File: config.mk
export PLATFORM = sky130hd
export DESIGN_NAME = cv32e40p_nmr_voter_monitor
export DESIGN_NICKNAME = d
export VERILOG_FILES = /design/src/rtl/cv32e40p_nmr_voter_monitor.sv
export SDC_FILE = /design/constraint.sdc
export NUM_CORES = 1
export LEC_CHECK = 0
export CAP_MARGIN = 20
export CORE_AREA = 2 2 162 164
export CTS_BUF_LIST = sky130_fd_sc_hd__clkbuf_16
export CTS_CLUSTER_SIZE = 40
export DETAILED_ROUTE_END_ITERATION = 10
export DIE_AREA = 0 0 164 166
export PLACE_DENSITY = 0.69
export SLEW_MARGIN = 40
export SYNTH_ARGS = -nofsm -noshare
export SYNTH_HDL_FRONTEND = slang
export SYNTH_SLANG_ARGS = --single-unit
File: constraint.sdc
create_clock -name clk -period 6.3 [get_ports clk]
set_input_delay 1.26 -clock clk [delete_from_list [all_inputs] [get_ports clk]]
set_output_delay 1.26 -clock clk [all_outputs]
set_load 0.02 [all_outputs]
File: src/rtl/cv32e40p_nmr_voter_monitor.sv
// cv32e40p_nmr_voter_monitor: N-modular voter with per-replica leaky-bucket health FSMs; FT_NMR_ERR_STATS_EN adds a corrected-error counter
module cv32e40p_nmr_voter_monitor #(
  parameter int N = 3,
  parameter int W = 32,
  parameter int INCREMENT = 4,
  parameter int DECREMENT = 1,
  parameter int BREAKING_THRESHOLD = 16,
  parameter int COUNT_BIT = 6,
  parameter int PROBATION_CYCLES = 8
) (
  input  logic           clk,
  input  logic           rst,
  input  logic           valid_i,
  input  logic [N*W-1:0] to_vote_i,
  input  logic [N-1:0]   set_broken_i,
  input  logic [N-1:0]   clr_broken_i,
`ifdef FT_NMR_ERR_STATS_EN
  input  logic           stats_clr_i,
  output logic [31:0]    corr_count_o,
`endif
  output logic [W-1:0]   voted_o,
  output logic           valid_o,
  output logic           err_detected_o,
  output logic           err_corrected_o,
  output logic           uncorrectable_o,
  output logic [N-1:0]   is_broken_o,
  output logic [2*N-1:0] health_state_o
);
  localparam int PW = $clog2(PROBATION_CYCLES + 1);
  localparam int CW = $clog2(N + 1);
  localparam logic [COUNT_BIT:0]   INC_W = (COUNT_BIT + 1)'(INCREMENT);
  localparam logic [COUNT_BIT-1:0] DEC_C = COUNT_BIT'(DECREMENT);
  localparam logic [COUNT_BIT-1:0] THR_C = COUNT_BIT'(BREAKING_THRESHOLD);
  localparam logic [COUNT_BIT-1:0] MAX_C = '1;
  localparam logic [PW-1:0]        PROB_LAST = PW'(PROBATION_CYCLES - 1);
  typedef enum logic [1:0] {HEALTHY = 2'd0, SUSPECT = 2'd1, BROKEN = 2'd2, PROBATION = 2'd3} health_e;
  health_e              st_q [N];
  health_e              st_d [N];
  logic [COUNT_BIT-1:0] cnt_q [N];
  logic [COUNT_BIT-1:0] cnt_d [N];
  logic [COUNT_BIT-1:0] cnt_upd [N];
  logic [COUNT_BIT:0]   sum [N];
  logic [PW-1:0]        prob_q [N];
  logic [PW-1:0]        prob_d [N];
  logic [N-1:0]         act, mm;
  logic [CW-1:0]        act_cnt, ones;
  logic                 first, found, tie_any, det;
  logic [W-1:0]         vote, voted_q, voted_d;
  logic                 valid_q, valid_d, det_q, det_d, corr_q, corr_d, unc_q, unc_d;
  always_comb begin
    act = '0;
    act_cnt = '0;
    for (int i = 0; i < N; i++) begin
      act[i] = !st_q[i][1];
      act_cnt = act_cnt + CW'(act[i]);
    end
    vote = '0;
    tie_any = 1'b0;
    ones = '0;
    first = 1'b0;
    found = 1'b0;
    for (int b = 0; b < W; b++) begin
      ones = '0;
      first = 1'b0;
      found = 1'b0;
      for (int i = 0; i < N; i++) begin
        ones = ones + CW'(act[i] & to_vote_i[i*W+b]);
        first = (act[i] && !found) ? to_vote_i[i*W+b] : first;
        found = found | act[i];
      end
      vote[b] = (ones > act_cnt - ones) ? 1'b1 : (ones < act_cnt - ones) ? 1'b0 : first;
      tie_any = tie_any | (ones == act_cnt - ones);
    end
    mm = '0;
    for (int i = 0; i < N; i++) mm[i] = to_vote_i[i*W +: W] != vote;
    det = |(mm & act);
  end
  always_comb begin
    for (int i = 0; i < N; i++) begin
      sum[i] = {1'b0, cnt_q[i]} + INC_W;
      cnt_upd[i] = mm[i] ? (sum[i] > {1'b0, MAX_C} ? MAX_C : sum[i][COUNT_BIT-1:0])
                         : (cnt_q[i] > DEC_C ? cnt_q[i] - DEC_C : '0);
      st_d[i] = st_q[i];
      cnt_d[i] = cnt_q[i];
      prob_d[i] = prob_q[i];
      if (set_broken_i[i]) st_d[i] = BROKEN;
      else if (st_q[i] == BROKEN) begin
        if (clr_broken_i[i]) begin
          st_d[i] = PROBATION;
          cnt_d[i] = '0;
          prob_d[i] = '0;
        end
      end else if (valid_i) begin
        cnt_d[i] = cnt_upd[i];
        if (st_q[i] == PROBATION) begin
          prob_d[i] = prob_q[i] + PW'(1);
          st_d[i] = mm[i] ? BROKEN : (prob_q[i] == PROB_LAST) ? HEALTHY : PROBATION;
        end else
          st_d[i] = cnt_upd[i] >= THR_C ? BROKEN : cnt_upd[i] != '0 ? SUSPECT : HEALTHY;
      end
    end
  end
  always_comb begin
    valid_d = valid_i;
    voted_d = valid_i ? vote : voted_q;
    det_d = valid_i & det;
    unc_d = valid_i & tie_any;
    corr_d = det_d & ~unc_d;
  end
  always_ff @(posedge clk) begin
    if (rst) begin
      for (int i = 0; i < N; i++) begin
        st_q[i] <= HEALTHY;
        cnt_q[i] <= '0;
        prob_q[i] <= '0;
      end
      voted_q <= '0;
      valid_q <= 1'b0;
      det_q <= 1'b0;
      corr_q <= 1'b0;
      unc_q <= 1'b0;
    end else begin
      for (int i = 0; i < N; i++) begin
        st_q[i] <= st_d[i];
        cnt_q[i] <= cnt_d[i];
        prob_q[i] <= prob_d[i];
      end
      voted_q <= voted_d;
      valid_q <= valid_d;
      det_q <= det_d;
      corr_q <= corr_d;
      unc_q <= unc_d;
    end
  end
`ifdef FT_NMR_ERR_STATS_EN
  logic [31:0] cc_q, cc_d;
  always_comb cc_d = stats_clr_i ? '0 : (corr_d && cc_q != '1) ? cc_q + 32'd1 : cc_q;
  always_ff @(posedge clk) cc_q <= rst ? '0 : cc_d;
  assign corr_count_o = cc_q;
`endif
  always_comb begin
    health_state_o = '0;
    is_broken_o = '0;
    for (int i = 0; i < N; i++) begin
      health_state_o[2*i +: 2] = st_q[i];
      is_broken_o[i] = st_q[i][1];
    end
  end
  assign voted_o = voted_q;
  assign valid_o = valid_q;
  assign err_detected_o = det_q;
  assign err_corrected_o = corr_q;
  assign uncorrectable_o = unc_q;
endmodule

### Yosys cells after proc, flatten, opt, wreduce, memory -nomap -nowiden

Memory sizes are Yosys's and may differ from the RTL's.
Index checks and enable logic that the tools add are counted.
W data, S select, Z words.

* add/subtract/negate cells: 107
* reductions and logical operators: 10
* divide/modulo/power cells: 0
* shifts and indexed selects: 0
* multipliers: 0
* order comparisons: 73
* multiplexer cells: 235
* equal/unequal tests: 44
* bitwise gates (word level): 142

Operator list (count)
* $mux W1: 166
* $mux W6: 24
* $and A1 B1 Y1: 99
* $ne A32 B32 Y1: 3
* $mux W4: 18
* $add A1 B1 Y2: 33
* $add A2 B1 Y2: 33
* $eq A2 B2 Y1: 32
* $gt A2 B2 Y1: 32
* $lt A2 B2 Y1: 32
* $sub A2 B2 Y2: 32
* $mux W2: 27
* $or A1 B1 Y1: 41
* $add A6 B3 Y7 const B: 3
* $gt A7 B6 Y1 const B: 3
* $ge A6 B5 Y1 const B: 3
* $gt A6 B1 Y1 const B: 3
* $reduce_bool A6 Y1: 3
* $sub A6 B1 Y6 const B: 3
* $add A4 B1 Y4 const B: 3
* $eq A2 B2 Y1 const B: 6
* $eq A4 B3 Y1 const B: 3
* $logic_not A1 Y1: 4
* $and A3 B3 Y3: 1
* 3 further kinds: 4

* bits in registers: 36
* latch bits: 0
* memory bits (writable): 36
* ROM bits: 0
* logic and storage cells: 619
* output and inout port bits: 45
* memories kept: 3
* input port bits: 105

Memories
* cnt_q: words 3, bits a word 6, rd ports 3, clocked after memory_dff 0, wr ports 3, RTL line 39 `logic [COUNT_BIT-1:0] cnt_q [N];`
* prob_q: words 3, bits a word 4, rd ports 3, clocked after memory_dff 0, wr ports 3, RTL line 43 `logic [PW-1:0] prob_q [N];`
* st_q: words 3, bits a word 2, rd ports 3, clocked after memory_dff 0, wr ports 3, RTL line 37 `health_e st_q [N];`

### Logic depth before layout (Yosys ltp)

Gate-level depths: netlist of run 1.

* depth in word-level cells: 40
* depth in mapped cells: 20
* gate-level depth less buffers: 16

### Worst setup path after synthesis of run 1

Ideal clock, no wire load.

* path kind: reg2reg
* from: mem st_q[0][1] (netlist bit)
* to: mem st_q[0][1] (netlist bit)
* path slack: 0.985 ns
* clock period less this slack: 5.315 ns
* arrival time: 5.189 ns
* stages on the path, launching flop included: 19
* required time: 6.174 ns
* library setup time: 0.126 ns
* path buffers: 4
* path through: dfxtp_1 -> fa_1 -> clkbuf_1 -> buf_2 -> clkbuf_1 -> clkbuf_1 -> nand2_1 -> xnor2_1 -> ha_1 -> nand2b_1 -> a2111oi_2 -> nor3_1 -> or4_1 -> nor4_1 -> nand4_1 -> nor4_4 -> mux4_2 -> nor4_1 -> nor3_2

RTL lines (RTL line)
* start: declaration: 37

==> impl_metrics.ini, run 1 <==
[critical_path]
crit_family = simple AND/OR/NAND/NOR gates
crit_type = input port to flip-flop
crit_chain = clkdlybuf4s50_1 > nor2b_1 > fa_1 > nand2_1 > xnor2_1 > ha_1 > o21a_1 > nor2_1 > nor3_1 > a211o_1 > or4_1 > nor4_4 > buf_4 > buf_4 > mux2i_1 > nor2_1 > o211a_1 > a311oi_2
endpoint_kind = flip-flop
cp-start-kind = input port
path_max_fanout = 14
required_ps = 6560
crit_arrival_ps = 6220
crit_buf_inv = 3
cp_slowest_cell = clkdlybuf4s50_1
critPathMaxStageDelay_ps = 570

[logic_synthesis]
synth-async-reset-ratio = 0
synth_top_area_share = 0.144
synthMostInstantiatedCell = nor2_1
yosysSeqAreaShare = 0.144
yosys_warnings = 0
syn_inst = 1314
ys_top_cells_by_count = nor2_1, nand2_1, nor2b_1
synth_area_leaders = dfxtp_1, fa_1, ha_1, nor2b_1, nor3_1
yosys_most_used_dff = dfxtp_1
synth_edf_count = 0
ys_types = 75
ys_ff_latch = 72
netlist_area_sq_mm = 0.00999
syn_nets = 1506
yosysTopAreaCell = dfxtp_1
syn_avg_cell_area_sq_um = 7.60

[sta]
fmax_mhz = 168
rsz0062_at_grt = no
finalHoldViolations = 0
slew_headroom = 0.453
finalSetupTns_ps = 0
fin_crit_ps = 5960
tightest_slew_ps = 800
fin_crit_sh = 0.946
clock-skew-final_ps = 17.7
finalMaxSlewViolations = 0
setup-violations-final = 0

[finish]
nNetsFinal = 1691
area_growth_syn_to_layout_pct = 26.7
layout-drive-gt1-share = 0.0964
seq_area_sq_mm = 0.00145
final_area_sq_mm = 0.0126
multiInputGateArea_sq_mm = 0.00805
antenna_cells = 0
n_fill_cell = 2534

[floorplan]
die_w_microns = 164
rows = 59
core_sq_mm = 0.0256
fp.dieH_microns = 166
die-area_sq_mm = 0.0272
start_util = 0.390
num_io_pins = 150

[routing]
firstDrtPassIters = 5
drt_iter0_markers = 1133
wl_per_cell_microns = 22.7
vias = 11415
wirelength_mm = 41.8
detail-route-antenna-nets = 0
drcViolationCount = 0
vias_per_cell = 6.21

[place]
numPortBuffers = 149
dp_hpwl_mm = 32.6
place_area_sq_mm = 0.0124
gp_congestion = 1.08

[cts]
cts_buffers = 9
cts_htree_levels = 3
cts_resized = 0
post_cts_buffers = 0
cts_tree = built
clk_pin_slew_ps = 60
clock_latency_ps = 360
cts_root_buf = clkbuf_16
hold_buffers = 0
numClockSinks = 72
cts.path.max_buffers = 2

[power]
peakVddDrop_mv = 0.148
p_leak_nw = 4.89
p_per_area_mw_per_mm2 = 269

[worst_hold_path]
min_path_type = flip-flop to flip-flop

[global_route]
antenna_found_initial = 1
grtUsageTotal = 0.302
grt_pass1_vias = 11068
grt_pass1_wl_mm = 63.3
grt_overflow = 0
grt_max_degree = 77

[outcome]
status = completed

[run]
cap_viol_max_count = 0
==> flip-flops by register name, summed over array words and instances (netlist names) <==
signal	count
voted_o	32
st_q	6
cnt_q	18
uncorrectable_o	1
valid_o	1
err_corrected_o	1
prob_q	12
err_detected_o	1
==> cell usage in the layout (no fill, tap or decap), drive strengths merged, types with 10 or more instances in the layout <==
cell type and count:
clkdlybuf4s50 148, nor2 103, buf 102, nand2 99, nor2b 93, nor3 81
dfxtp 72, a21oi 69, o21ai 56, ha 53, or3 45, a22oi 44
nand2b 43, inv 42, xor2 41, xnor2 36, fa 34, a2111oi 32
o21a 30, nor4 30, nand4 28, a211oi 25, and4b 24, and4 16
nand3 13, o32ai 11, nand3b 11, nand4b 10
==> worst reg2reg max path, cell delays in order (launching register included) <==
cell	delay (ps)
dfxtp_2	620
buf_4	430
nor2b_1	140
fa_1	450
xor2_1	170
xnor2_1	170
ha_1	410
nand2b_1	120
a211oi_1	580
o32ai_1	190
nor4_1	260
o2111ai_1	230
nor4_4	390
buf_4	180
buf_4	190
mux2i_1	250
nor2_1	90
o211a_1	220
a311oi_2	220
==> power breakdown <==
group | switching [mW] | total (mW) | internal (mW)
sequential | 0.0390 | 0.543 | 0.504
clock | 0.215 | 0.515 | 0.300
combinational | 1.38 | 2.34 | 0.961
==> layer usage <==
metal | track usage | part of all wire
met5 | 0 | 0.00034
met4 | 0.170 | 0.061
met1 | 0.382 | 0.40
met2 | 0.474 | 0.45
met3 | 0.0637 | 0.091
==> cell type report <==
| cell class | count | share of cell area |
|---|---|---|
| multi-input combinational | 1125 | 0.637 |
| timing repair buffer | 250 | 0.182 |
| sequential | 72 | 0.114 |
| tap | 335 | 0.0331 |
| clock buffer | 9 | 0.0178 |
| inverter | 41 | 0.0122 |
| clock inverter | 7 | 0.00435 |
==> final timing paths <==
path / depth (start not counted) / start / end / slack [ps]
max reg2reg: 18 / st_q[0][5]$_SDFFE_PP0P_ / st_q[0][5]$_SDFFE_PP0P_ / 910
min reg2reg: 2 / voted_o[27]$_SDFFE_PP0P_ / voted_o[27]$_SDFFE_PP0P_ / 470
min: 2 / voted_o[27]$_SDFFE_PP0P_ / voted_o[27]$_SDFFE_PP0P_ / 470
max: 18 / to_vote_i[5] / st_q[0][5]$_SDFFE_PP0P_ / 340
==> metrics by stage <==
stage / power, mW / setup slack, ps / std cells / hold WS [ps] / util
after floorplan: 1.91 / 985 / 1314 / 449 / -
after global placement: 2.80 / 29.0 / 1823 / 453 / 0.482
after detailed placement: 2.82 / 70.4 / 1823 / 457 / 0.483
after CTS: 3.35 / 401 / 1839 / 467 / 0.494
after global routing: 3.59 / 111 / 1839 / 483 / 0.494
final: 3.40 / 338 / 1839 / 466 / 0.494
==> logic make-up (layout without fill, tap and decap cells) <==
group	count (synthesis)	in the layout	share of synthesized area
mux	10	10	0.0138
simple gates	624	624	0.353
compound gates	326	326	0.235
xor+xnor	77	77	0.0675
flops	72	72	0.144
buf+inv	117	307	0.0511
fa+ha+maj	88	88	0.136
Note: power is estimated with default switching activity, not from simulation.
==> run 2: changes to the inputs <==
Settings changed: SKIP_CTS_REPAIR_TIMING set to 1.
==> results of run 2 <==
Same layout as run 1: the final DEF is identical, and so are final timing and power.
